[config.mk]
export PLATFORM = sky130hd
export DESIGN_NAME = ibuffer
export DESIGN_NICKNAME = d
export VERILOG_FILES = /design/src/rtl/ibuffer_pkg.sv /design/src/rtl/ibuffer.sv
export VERILOG_INCLUDE_DIRS = /design/src /design/src/rtl
export SDC_FILE = /design/constraint.sdc
export NUM_CORES = 1
export LEC_CHECK = 0
export CAP_MARGIN = 20
export CORE_MARGIN = 2
export CORE_UTILIZATION = 53
export DETAILED_ROUTE_END_ITERATION = 12
export PLACE_DENSITY_LB_ADDON = 0.12
export SKIP_CTS_REPAIR_TIMING = 1
export SYNTH_ARGS = -nofsm -noshare
export SYNTH_HDL_FRONTEND = slang
export SYNTH_SLANG_ARGS = --single-unit
export TNS_END_PERCENT = 10
[constraint.sdc]
create_clock -name clock -period 8.5 [get_ports clock]
set_input_delay 1.7 -clock clock [delete_from_list [all_inputs] [get_ports clock]]
set_output_delay 1.7 -clock clock [all_outputs]
set_load 0.005 [all_outputs]
[src/rtl/defines.sv]
// Shared core-wide defines: PC/instruction field ranges and structure sizes.
`ifndef DEFINES_SV
`define DEFINES_SV

`define PC_RANGE    31:0
`define INSTR_RANGE 31:0
`define IBUF_DEPTH  8

`endif

[src/rtl/ibuffer_pkg.sv]
// Types shared by the instruction buffer: one queued fetch record.
`include "defines.sv"

package ibuffer_pkg;

    // One fetched instruction together with the PC it was fetched from.
    typedef struct packed {
        logic [`PC_RANGE]    pc;
        logic [`INSTR_RANGE] instr;
    } ibuf_entry_t;

endpackage

[src/rtl/ibuffer.sv]
// Instruction buffer: circular FIFO of {pc, instr} between fetch and decode.
// Head is read combinationally from storage (no fall-through), pops are held
// off by mem_stall, and redirect_valid empties the buffer in one cycle.
`include "defines.sv"

module ibuffer
    import ibuffer_pkg::*;
#(
    parameter int DEPTH = `IBUF_DEPTH,
    parameter int CNT_W = $clog2(DEPTH) + 1
) (
    input  logic                 clock,
    input  logic                 reset_n,
    input  logic                 fetch_valid,
    output logic                 fetch_ready,
    input  logic [`PC_RANGE]     fetch_pc,
    input  logic [`INSTR_RANGE]  fetch_instr,
    output logic                 ibuf_valid,
    input  logic                 ibuf_ready,
    output logic [`PC_RANGE]     ibuf_pc,
    output logic [`INSTR_RANGE]  ibuf_instr,
    input  logic                 mem_stall,
    input  logic                 redirect_valid,
    output logic [CNT_W-1:0]     ibuf_count
);

    localparam int IDX_W = $clog2(DEPTH);

    ibuf_entry_t      entry [DEPTH];
    ibuf_entry_t      head;
    logic [CNT_W-1:0] wptr;
    logic [CNT_W-1:0] rptr;
    logic             empty;
    logic             full;
    logic             push;
    logic             pop;

    // Wrap bit (MSB) distinguishes full from empty when the index bits match.
    assign empty = (wptr == rptr);
    assign full  = (wptr[IDX_W-1:0] == rptr[IDX_W-1:0]) &&
                   (wptr[CNT_W-1] != rptr[CNT_W-1]);

    // fetch_ready looks only at fullness so it never depends on a same-cycle pop.
    assign fetch_ready = ~full;
    assign ibuf_valid  = ~empty;
    assign push        = fetch_valid & fetch_ready & ~redirect_valid;
    assign pop         = ibuf_valid & ibuf_ready & ~mem_stall;
    assign ibuf_count  = wptr - rptr;

    assign head       = entry[rptr[IDX_W-1:0]];
    assign ibuf_pc    = head.pc;
    assign ibuf_instr = head.instr;

    // Storage write; contents are deliberately left unreset.
    always_ff @(posedge clock) begin
        if (push) begin
            entry[wptr[IDX_W-1:0]] <= '{pc: fetch_pc, instr: fetch_instr};
        end
    end

    // Pointer update; a redirect collapses rptr onto wptr, overriding any pop.
    always_ff @(posedge clock or negedge reset_n) begin
        if (!reset_n) begin
            wptr <= '0;
            rptr <= '0;
        end else begin
            if (push) begin
                wptr <= wptr + 1'b1;
            end
            if (redirect_valid) begin
                rptr <= wptr;
            end else if (pop) begin
                rptr <= rptr + 1'b1;
            end
        end
    end

endmodule

; Yosys cells after proc, flatten, opt, wreduce, memory -nomap -nowiden
; Memories as Yosys holds them, arrays and structs flattened.
; Index checks and enable logic that the tools add are counted.
[totals]
reg_bits = 8
latchBits = 0
ramBits = 512
romBits = 0
in_bits = 70
memories = 1
[mem_list]
columns = memory, words, word_bits, read_ports, rd_clocked_by_memory_dff, write_ports, line
row1 = entry, 8, 64, 1, 0, 1, ibuffer.sv:29  ; ibuf_entry_t entry [DEPTH];
[classes]
add_sub_neg = 3
mul = 0
div = 0
order_cmp = 0
n_eq_ne = 3
shifts = 0
n_mux = 4
n_bitwise = 8
n_reduce_logical = 2
[ops]
columns = operator, count
row1 = adder 4 x 1 -> 4 bit (second input constant), 2
row2 = two-way mux 4 bit, 2
row3 = AND 1 bit, 4
row4 = == test 4 bit, 1
row5 = inverter 1 bit, 4
row6 = subtractor 4 bit, 1
row7 = == test 3 bit, 1
row8 = two-way mux 1 bit, 2
row9 = nonzero test 2 bit, 1
row10 = logical AND 1 bit, 1
row11 = != test 1 bit, 1

; Depth between registers and ports, before layout
; Gate-level depths: netlist of the first run.
[depth]
word_depth = 7
mapped_depth = 9
ltp_nobuf = 6

; Least setup slack after synthesis of the first run
; No wires, ideal clock.
[synth_path]
path_type = input-to-reg
startpoint = input port redirect_valid
endpoint = memory entry[0][0] (netlist name), enable pin
arrival_time_ns = 8.278
setup_slack_ns = -0.422
stages = 4
n_path_buf = 1
path_cell_list = clkbuf_1 -> nand2b_1 -> nand2b_1 -> nor4_1
[synth_via]
elab_chain_cells = 4
[synth_lines]
columns = element, line
row1 = "start, declared", ibuffer.sv:23  ; input logic redirect_valid,
row2 = inverter 1 bit, ibuffer.sv:46  ; assign push = fetch_valid & fetch_ready & ~redirect_valid;
row3 = AND 1 bit, ibuffer.sv:46
row4 = two-way mux 1 bit, ibuffer.sv:56  ; if (push) begin
row5 = two-way mux 1 bit (not written as such), ibuffer.sv:57  ; entry[wptr[IDX_W-1:0]] <= '{pc: fetch_pc, instr: fetch_instr};
row6 = "end, declared", ibuffer.sv:29
; Every way passes these cells.

; Worst setup path in the final report of the first run
[layout_path]
startpoint = register rptr[0]
endpoint = output port ibuf_instr[22]
[layout_via]
elab_chain_cells = 1
[layout_lines]
columns = element, line
row1 = "start, declared", ibuffer.sv:32  ; logic [CNT_W-1:0] rptr;
row2 = "start signal, assigned", ibuffer.sv:71  ; rptr <= wptr;
row3 = "start signal, assigned", ibuffer.sv:73  ; rptr <= rptr + 1'b1;
row4 = memory read (8 x 64 bit), -
row5 = "end, declared", ibuffer.sv:21  ; output logic [`INSTR_RANGE] ibuf_instr,
; Every way passes these cells.

==> impl_metrics.csv, run 1 <==
group,metric,value,unit
detailed_routing,wl_per_cell,24.2,um
timing,whs,0.580,ns
layout,fin_area,23300,sq um
detailed_routing,dr.first_iter.drc_count,557,
detailed_routing,ant_nets,0,
placement,place_area,21800,sq um
die,floorplan.rows,70,
flow_run,maxCapViolations,0,
timing,finalCriticalPeriod,5.19,ns
critical_path,worst-setup-path-type,"flip-flop to output port",
critical_path,reg2regPathDepth,8,
global_route,grt_pass1_vias,9719,
timing,setup-violations-final,0,
placement,post-place-cells,1526,
synthesis,syn_avg_cell_area,21.0,sq um
global_route,grt.overflow.total,0,
detailed_routing,wl,39.2,mm
layout,area_growth,17.5,%
die,die_w,198,um
synthesis,netlist_area,19900,sq um
synthesis,yosysSeqAreaShare,0.785,
layout,nets,1187,
synthesis,synthFlopType,"edfxtp_1",
power,power_leakage,7.66,nW
clocking,cts_sinks,520,
critical_path,crit_path_start_kind,"flip-flop",
layout,drive_above_1_share,0.197,
power,seqPwrFrac,0.431,
timing,fin_tns_setup,0,ns
clocking,ctsLongestPathBuffers,3,
global_route,use_met1,0.287,
layout,final_core_util,0.634,
critical_path,cp.arrival,3.49,ns
critical_path,cp_max_fo,98,
clocking,clk_pin_slew_worst_paths,0.06,ns
detailed_routing,first_pass_iters,5,
clocking,cts_made_buffers,51,
die,dieArea,39000,sq um
clocking,cts_tree,"yes",
clocking,clock_latency,0.58,ns
global_route,use_met3,0.0447,
global_route,grt_util_all_layers,0.209,
synthesis,ys_warn_count,0,
synthesis,yosys.area.top_type_share,0.775,
detailed_routing,vias_per_cell,5.71,
critical_path,required,6.80,ns
synthesis,async_reset_ff_frac,0.0154,
critical_path,path_common_cell,"nand2_1",
worst_hold_path,min_to,"wptr[3]",
critical_path,rrSetupSlack,4.22,ns
timing,tightestPinTransition,1.04,ns
placement,dp_hpwl,19.7,mm
power,internal_power,0.00539,W
timing,fin_skew,0.0116,ns
critical_path,slowest_delay,0.88,ns
timing,finalHoldViolCount,0,
synthesis,synth_area_leaders,"edfxtp_1, mux4_2, nand2_1, dfrtp_1, buf_6",
detailed_routing,drc,0,
synthesis,syn_nets,1023,
clocking,cts-root-buf,"clkbuf_16",
global_route,grt_pass1_wl,59.3,mm
power,power.density,320,nW/um^2
critical_path,worstPathCellList,"buf_12, mux4_2, nand2_1, nand2_1, clkdlybuf4s50_1",
power,p_comb_frac,0.289,
layout,nFillCells,2614,
layout,diodes,0,
synthesis,ys_seq_elements,520,
global_route,top_usage_layer,"met2",
die,core,36800,sq um
die,start_util,0.540,
worst_hold_path,hold_depth,1,
power,ir_worst_vdd,0.315,mV
power,p_sw_frac,0.276,
global_route,grt_antenna_before_repair,1,
placement,place.gp.congestion,0.711,
worst_hold_path,hp-class,"flip-flop to flip-flop",
power,power_frac_clock,0.279,
outcome,outcome,"complete, no violations",
global_route,met2_usage,0.349,
timing,period_share,0.610,
synthesis,syn_inst,947,
critical_path,worstReg2RegStart,"rptr[1]",
critical_path,worstReg2RegEnd,"entry[7][27]",
synthesis,ys_types,30,
placement,io_buffers,139,
die,pin_count,140,
synthesis,synth_edf_count,512,
global_route,grt_max_degree,100,
worst_hold_path,hold_start,"wptr[3]",
detailed_routing,vias,9239,
timing,fmax,0.193,GHz
timing,max_slew_margin,0.308,
timing,rsz0062_at_grt,"no",
synthesis,yosys.area.top_type,"edfxtp_1",
power,power_switching,0.00206,W
critical_path,slowest_stage,"dfrtp_4",
layout,layoutNonFillerInstCount,1618,
critical_path,worst_setup_path_end_kind,"output port",
timing,slew_viol_final,0,
die,die_h,198,um
clocking,htreeDepth,2,
[state kept, by name (all words and copies together), names as in the netlist]
signal,count
rptr,4
wptr,4
entry,512
[stage by stage]
step                setup slack [ns]  power [W]
floorplan                       1.23    0.00453
global placement                3.81    0.00547
detailed placement              3.79    0.00548
CTS                             3.17    0.00757
global route                    3.00    0.00783
finish                          3.31    0.00745
[layout make-up]
class / instances / area (sq um) / share of cell area
clock buffers: 61 / 1360 / 0.0582
clock inverters: 31 / 188 / 0.00805
inverters: 8 / 30.0 / 0.00129
multi-input cells: 373 / 4020 / 0.172
flip-flops and latches: 520 / 15600 / 0.668
well taps: 468 / 586 / 0.0251
repair buffers: 157 / 1550 / 0.0665
[cell families after synthesis]
kind of cell | share of synthesized area
adder cells (fa/ha/maj) | 0.00416
XOR/XNOR | 0.00435
buffers and inverters | 0.0153
AND/OR/NAND/NOR | 0.0425
AO/OA/AOI/OAI | 0.00378
flip-flops | 0.785
multiplexers | 0.145
[cells in the mapped netlist, types with 4 or more instances]
| master | n |
|---|---|
| edfxtp_1 | 512 |
| buf_6 | 11 |
| inv_1 | 8 |
| nand2_1 | 203 |
| o21ai_0 | 4 |
| ha_1 | 5 |
| nor3_1 | 4 |
| mux4_2 | 128 |
| xnor2_1 | 5 |
| buf_2 | 15 |
| clkbuf_1 | 17 |
| dfrtp_1 | 8 |
[cells in the final DEF, fill, tap and decap left out, types with 2 or more instances in the layout]
cell type,Yosys,layout
nor3_2,0,4
nand2_1,203,203
mux4_2,128,128
clkbuf_16,0,53
inv_2,0,2
o21ai_0,4,4
and3_1,2,2
nand2b_1,3,3
o211ai_1,2,2
edfxtp_1,512,512
xor2_1,3,3
bufinv_16,0,2
inv_1,8,6
clkbuf_1,17,8
xnor2_1,5,5
clkdlybuf4s50_1,0,139
buf_4,0,16
nor2_4,0,2
dfrtp_1,8,5
clkinv_2,0,9
ha_1,5,5
buf_12,0,2
clkinvlp_4,0,2
clkinv_1,0,18
dfrtp_4,0,2
[routing by layer]
| metal | wire [um] | vias up |
|---|---|---|
| met2 | 19800 | 209 |
| met5 | 13 | - |
| met4 | 708 | 2 |
| met1 | 16600 | 4861 |
| li1 | - | 4112 |
| met3 | 2050 | 55 |
[power by group through the flow]
stage | Clock, W | Combinational [W] | Sequential [W]
6_report | 0.00208 | 0.00216 | 0.00321
4_1_cts | 0.00213 | 0.00221 | 0.00322
3_3_place_gp | 0 | 0.00220 | 0.00327
3_5_place_dp | 0 | 0.00220 | 0.00328
5_1_grt | 0.00223 | 0.00236 | 0.00324
2_1_floorplan | 0 | 0.00137 | 0.00316
[worst max-delay path: cells and delay by family, from the launching register on]
kind                   cells  cell delay (ns)
buffers and inverters      2             1.16
flip-flops                 1             0.88
multiplexers               1             0.59
AND/OR/NAND/NOR            2             0.21
[how the worst max path moves through the flow]
stage / startpoint / endpoint / slack (ns) / cells past startpoint
after floorplan: redirect_valid / entry[4][0] / 1.23 / 5
after global placement: rptr[0] / ibuf_pc[14] / 3.81 / 5
after detailed placement: redirect_valid / entry[7][26] / 3.79 / 6
after CTS: rptr[0] / ibuf_pc[30] / 3.17 / 5
after global routing: rptr[0] / ibuf_pc[20] / 3.00 / 5
final: rptr[0] / ibuf_instr[22] / 3.31 / 5
(Power assumes the default switching activity.)
==> run 2, diff against run 1 <==
==> constraint.sdc (replaced) <==
create_clock -name clock -period 4.7 [get_ports clock]
set_input_delay 0.94 -clock clock [delete_from_list [all_inputs] [get_ports clock]]
set_output_delay 0.94 -clock clock [all_outputs]
set_load 0.005 [all_outputs]
==> run 2 against run 1 <==
Compared with the run above:
- cell count up 0.19%
- hold slack better by 0.00096 ns
- clock-buffer cell count up 3
- sequential share of layout area down 0.42 points
- sequential power up 78%
- total power up 82%
- die area unchanged
- critical path type unchanged
- highest routed layer unchanged
==> impl_metrics.csv, run 2 (synthesis gave the netlist of run 1 again) <==
group,metric,value,unit
clocking,clock_latency,0.56,ns
timing,finalCriticalPeriod,3.92,ns
clocking,htreeDepth,2,
outcome,outcome,"complete, no violations",
layout,nets,1191,
detailed_routing,drc,0,
placement,dp_hpwl,19.6,mm
global_route,grt_util_all_layers,0.205,
die,pin_count,140,
power,power_leakage,7.72,nW
detailed_routing,first_pass_iters,4,
critical_path,reg2regPathDepth,6,
timing,period_share,0.834,
clocking,cts_made_buffers,51,
detailed_routing,wl,38.8,mm
layout,final_core_util,0.638,
clocking,cts-root-buf,"clkbuf_16",
power,p_total,0.0136,W
clocking,ctsLongestPathBuffers,3,
global_route,grt_antenna_before_repair,4,
timing,max_slew_margin,0.327,
placement,place.gp.congestion,0.774,
timing,fin_ws,0.780,ns
critical_path,worstReg2RegEnd,"entry[5][5]",
timing,rsz0062_at_grt,"no",
layout,area_growth,18.2,%
detailed_routing,vias_per_cell,5.69,
placement,post-place-cells,1530,
critical_path,worst_setup_path_end_kind,"output port",
worst_hold_path,hold_start,"wptr[3]",
layout,nFillCells,2532,
critical_path,path_common_cell,"nand2_1",
layout,drive_above_1_share,0.200,
global_route,grt_pass1_wl,58.3,mm
critical_path,worstReg2RegStart,"rptr[0]",
critical_path,cp.arrival,2.98,ns
critical_path,rrSetupSlack,1.65,ns
placement,io_buffers,139,
critical_path,worst-setup-path-type,"flip-flop to output port",
critical_path,cp_max_fo,42,
die,die_w,198,um
flow_run,maxCapViolations,0,
clocking,cts_tree,"yes",
die,core,36800,sq um
layout,layoutNonFillerInstCount,1621,
die,floorplan.rows,70,
timing,slew_viol_final,0,
global_route,grt_pass1_vias,9450,
layout,diodes,0,
layout,largest_register_ffs,512,
layout,mostFrequentLayoutCell,"edfxtp_1",
worst_hold_path,hp-class,"flip-flop to flip-flop",
detailed_routing,wl_per_cell,23.9,um
detailed_routing,dr.first_iter.drc_count,640,
die,start_util,0.540,
critical_path,slowest_stage,"dfrtp_4",
placement,dpl_worst_slack,1.27,ns
critical_path,required,3.76,ns
timing,setup-violations-final,0,
clocking,cts_sinks,520,
timing,fin_skew,0.0164,ns
timing,tightestPinTransition,1.01,ns
timing,finalHoldViolCount,0,
layout,final_cell_mix,"edfxtp_1, nand2_1, clkdlybuf4s50_1, mux4_2, clkbuf_16",
global_route,grt.overflow.total,0,
critical_path,crit_path_start_kind,"flip-flop",
critical_path,worstPathCellList,"buf_12, mux4_2, nand2_1, nand2_1, clkdlybuf4s50_1",
worst_hold_path,hold_depth,1,
die,dieArea,39000,sq um
power,power.density,578,nW/um^2
power,ir_worst_vdd,0.538,mV
critical_path,slowest_delay,0.78,ns
detailed_routing,vias,9228,
global_route,grt_max_degree,66,
clocking,clk_pin_slew_worst_paths,0.06,ns
detailed_routing,ant_nets,0,
timing,fmax,0.255,GHz
worst_hold_path,min_to,"wptr[3]",
die,die_h,198,um
-- run 2: cell types whose count changed in the layout (fill, tap and decap cells not counted) --
cell	change
clkbuf_1	+3
clkinvlp_4	-2
nor3_2	-1
clkinv_4	+1
nor3_4	+1
buf_12	+9
inv_6	+1
clkinv_1	-5
clkinv_2	+1
buf_4	-5
-- run 2: layout make-up --
class	instances	area, sq um	share of cell area
repair buffers	161	1690	0.0722
well taps	468	586	0.0250
clock inverters	27	176	0.00752
inverters	8	30.0	0.00128
clock buffers	64	1370	0.0583
multi-input cells	373	4030	0.172
flip-flops and latches	520	15600	0.664
-- run 2: how the worst max path moves through the flow --
stage | startpoint | end | slack, ns | depth (start not counted)
floorplan | rptr[1] | entry[2][0] | -1.92 | 9
global placement | rptr[0] | ibuf_pc[10] | 1.27 | 5
detailed placement | rptr[0] | ibuf_pc[10] | 1.27 | 5
CTS | rptr[0] | ibuf_pc[10] | 0.67 | 5
global route | rptr[0] | ibuf_pc[18] | 0.56 | 5
finish | rptr[0] | ibuf_pc[10] | 0.78 | 5
-- run 2: worst max-delay path: cells and delay by family (launching register included) --
family / cells / cell delay, ns
multiplexers: 1 / 0.54
buffers and inverters: 2 / 0.87
flip-flops: 1 / 0.78
AND/OR/NAND/NOR: 2 / 0.19
-- run 2: per-layer routing --
| metal | vias up | share of wire | track usage |
|---|---|---|---|
| met5 | - | 0.0013 | 0 |
| met4 | 8 | 0.016 | 0.0479 |
| met3 | 55 | 0.055 | 0.0437 |
| met2 | 208 | 0.50 | 0.335 |
| met1 | 4841 | 0.43 | 0.289 |
| li1 | 4116 | - | - |
-- run 2: report_power, final --
group          internal [W]  switching (W)  total, W
Sequential          0.00550       0.000218   0.00572
Clock               0.00216        0.00161   0.00377
Combinational       0.00216        0.00190   0.00406
-- run 2: metrics by stage --
step	hold slack [ns]	TNS [ns]	cell area, sq um
6_report	0.581	0	23500
2_1_floorplan	0.522	-466.05	19900
4_1_cts	0.575	0	23500
3_3_place_gp	0.566	0	21900
3_5_place_dp	0.566	0	21900
5_1_grt	0.609	0	23500
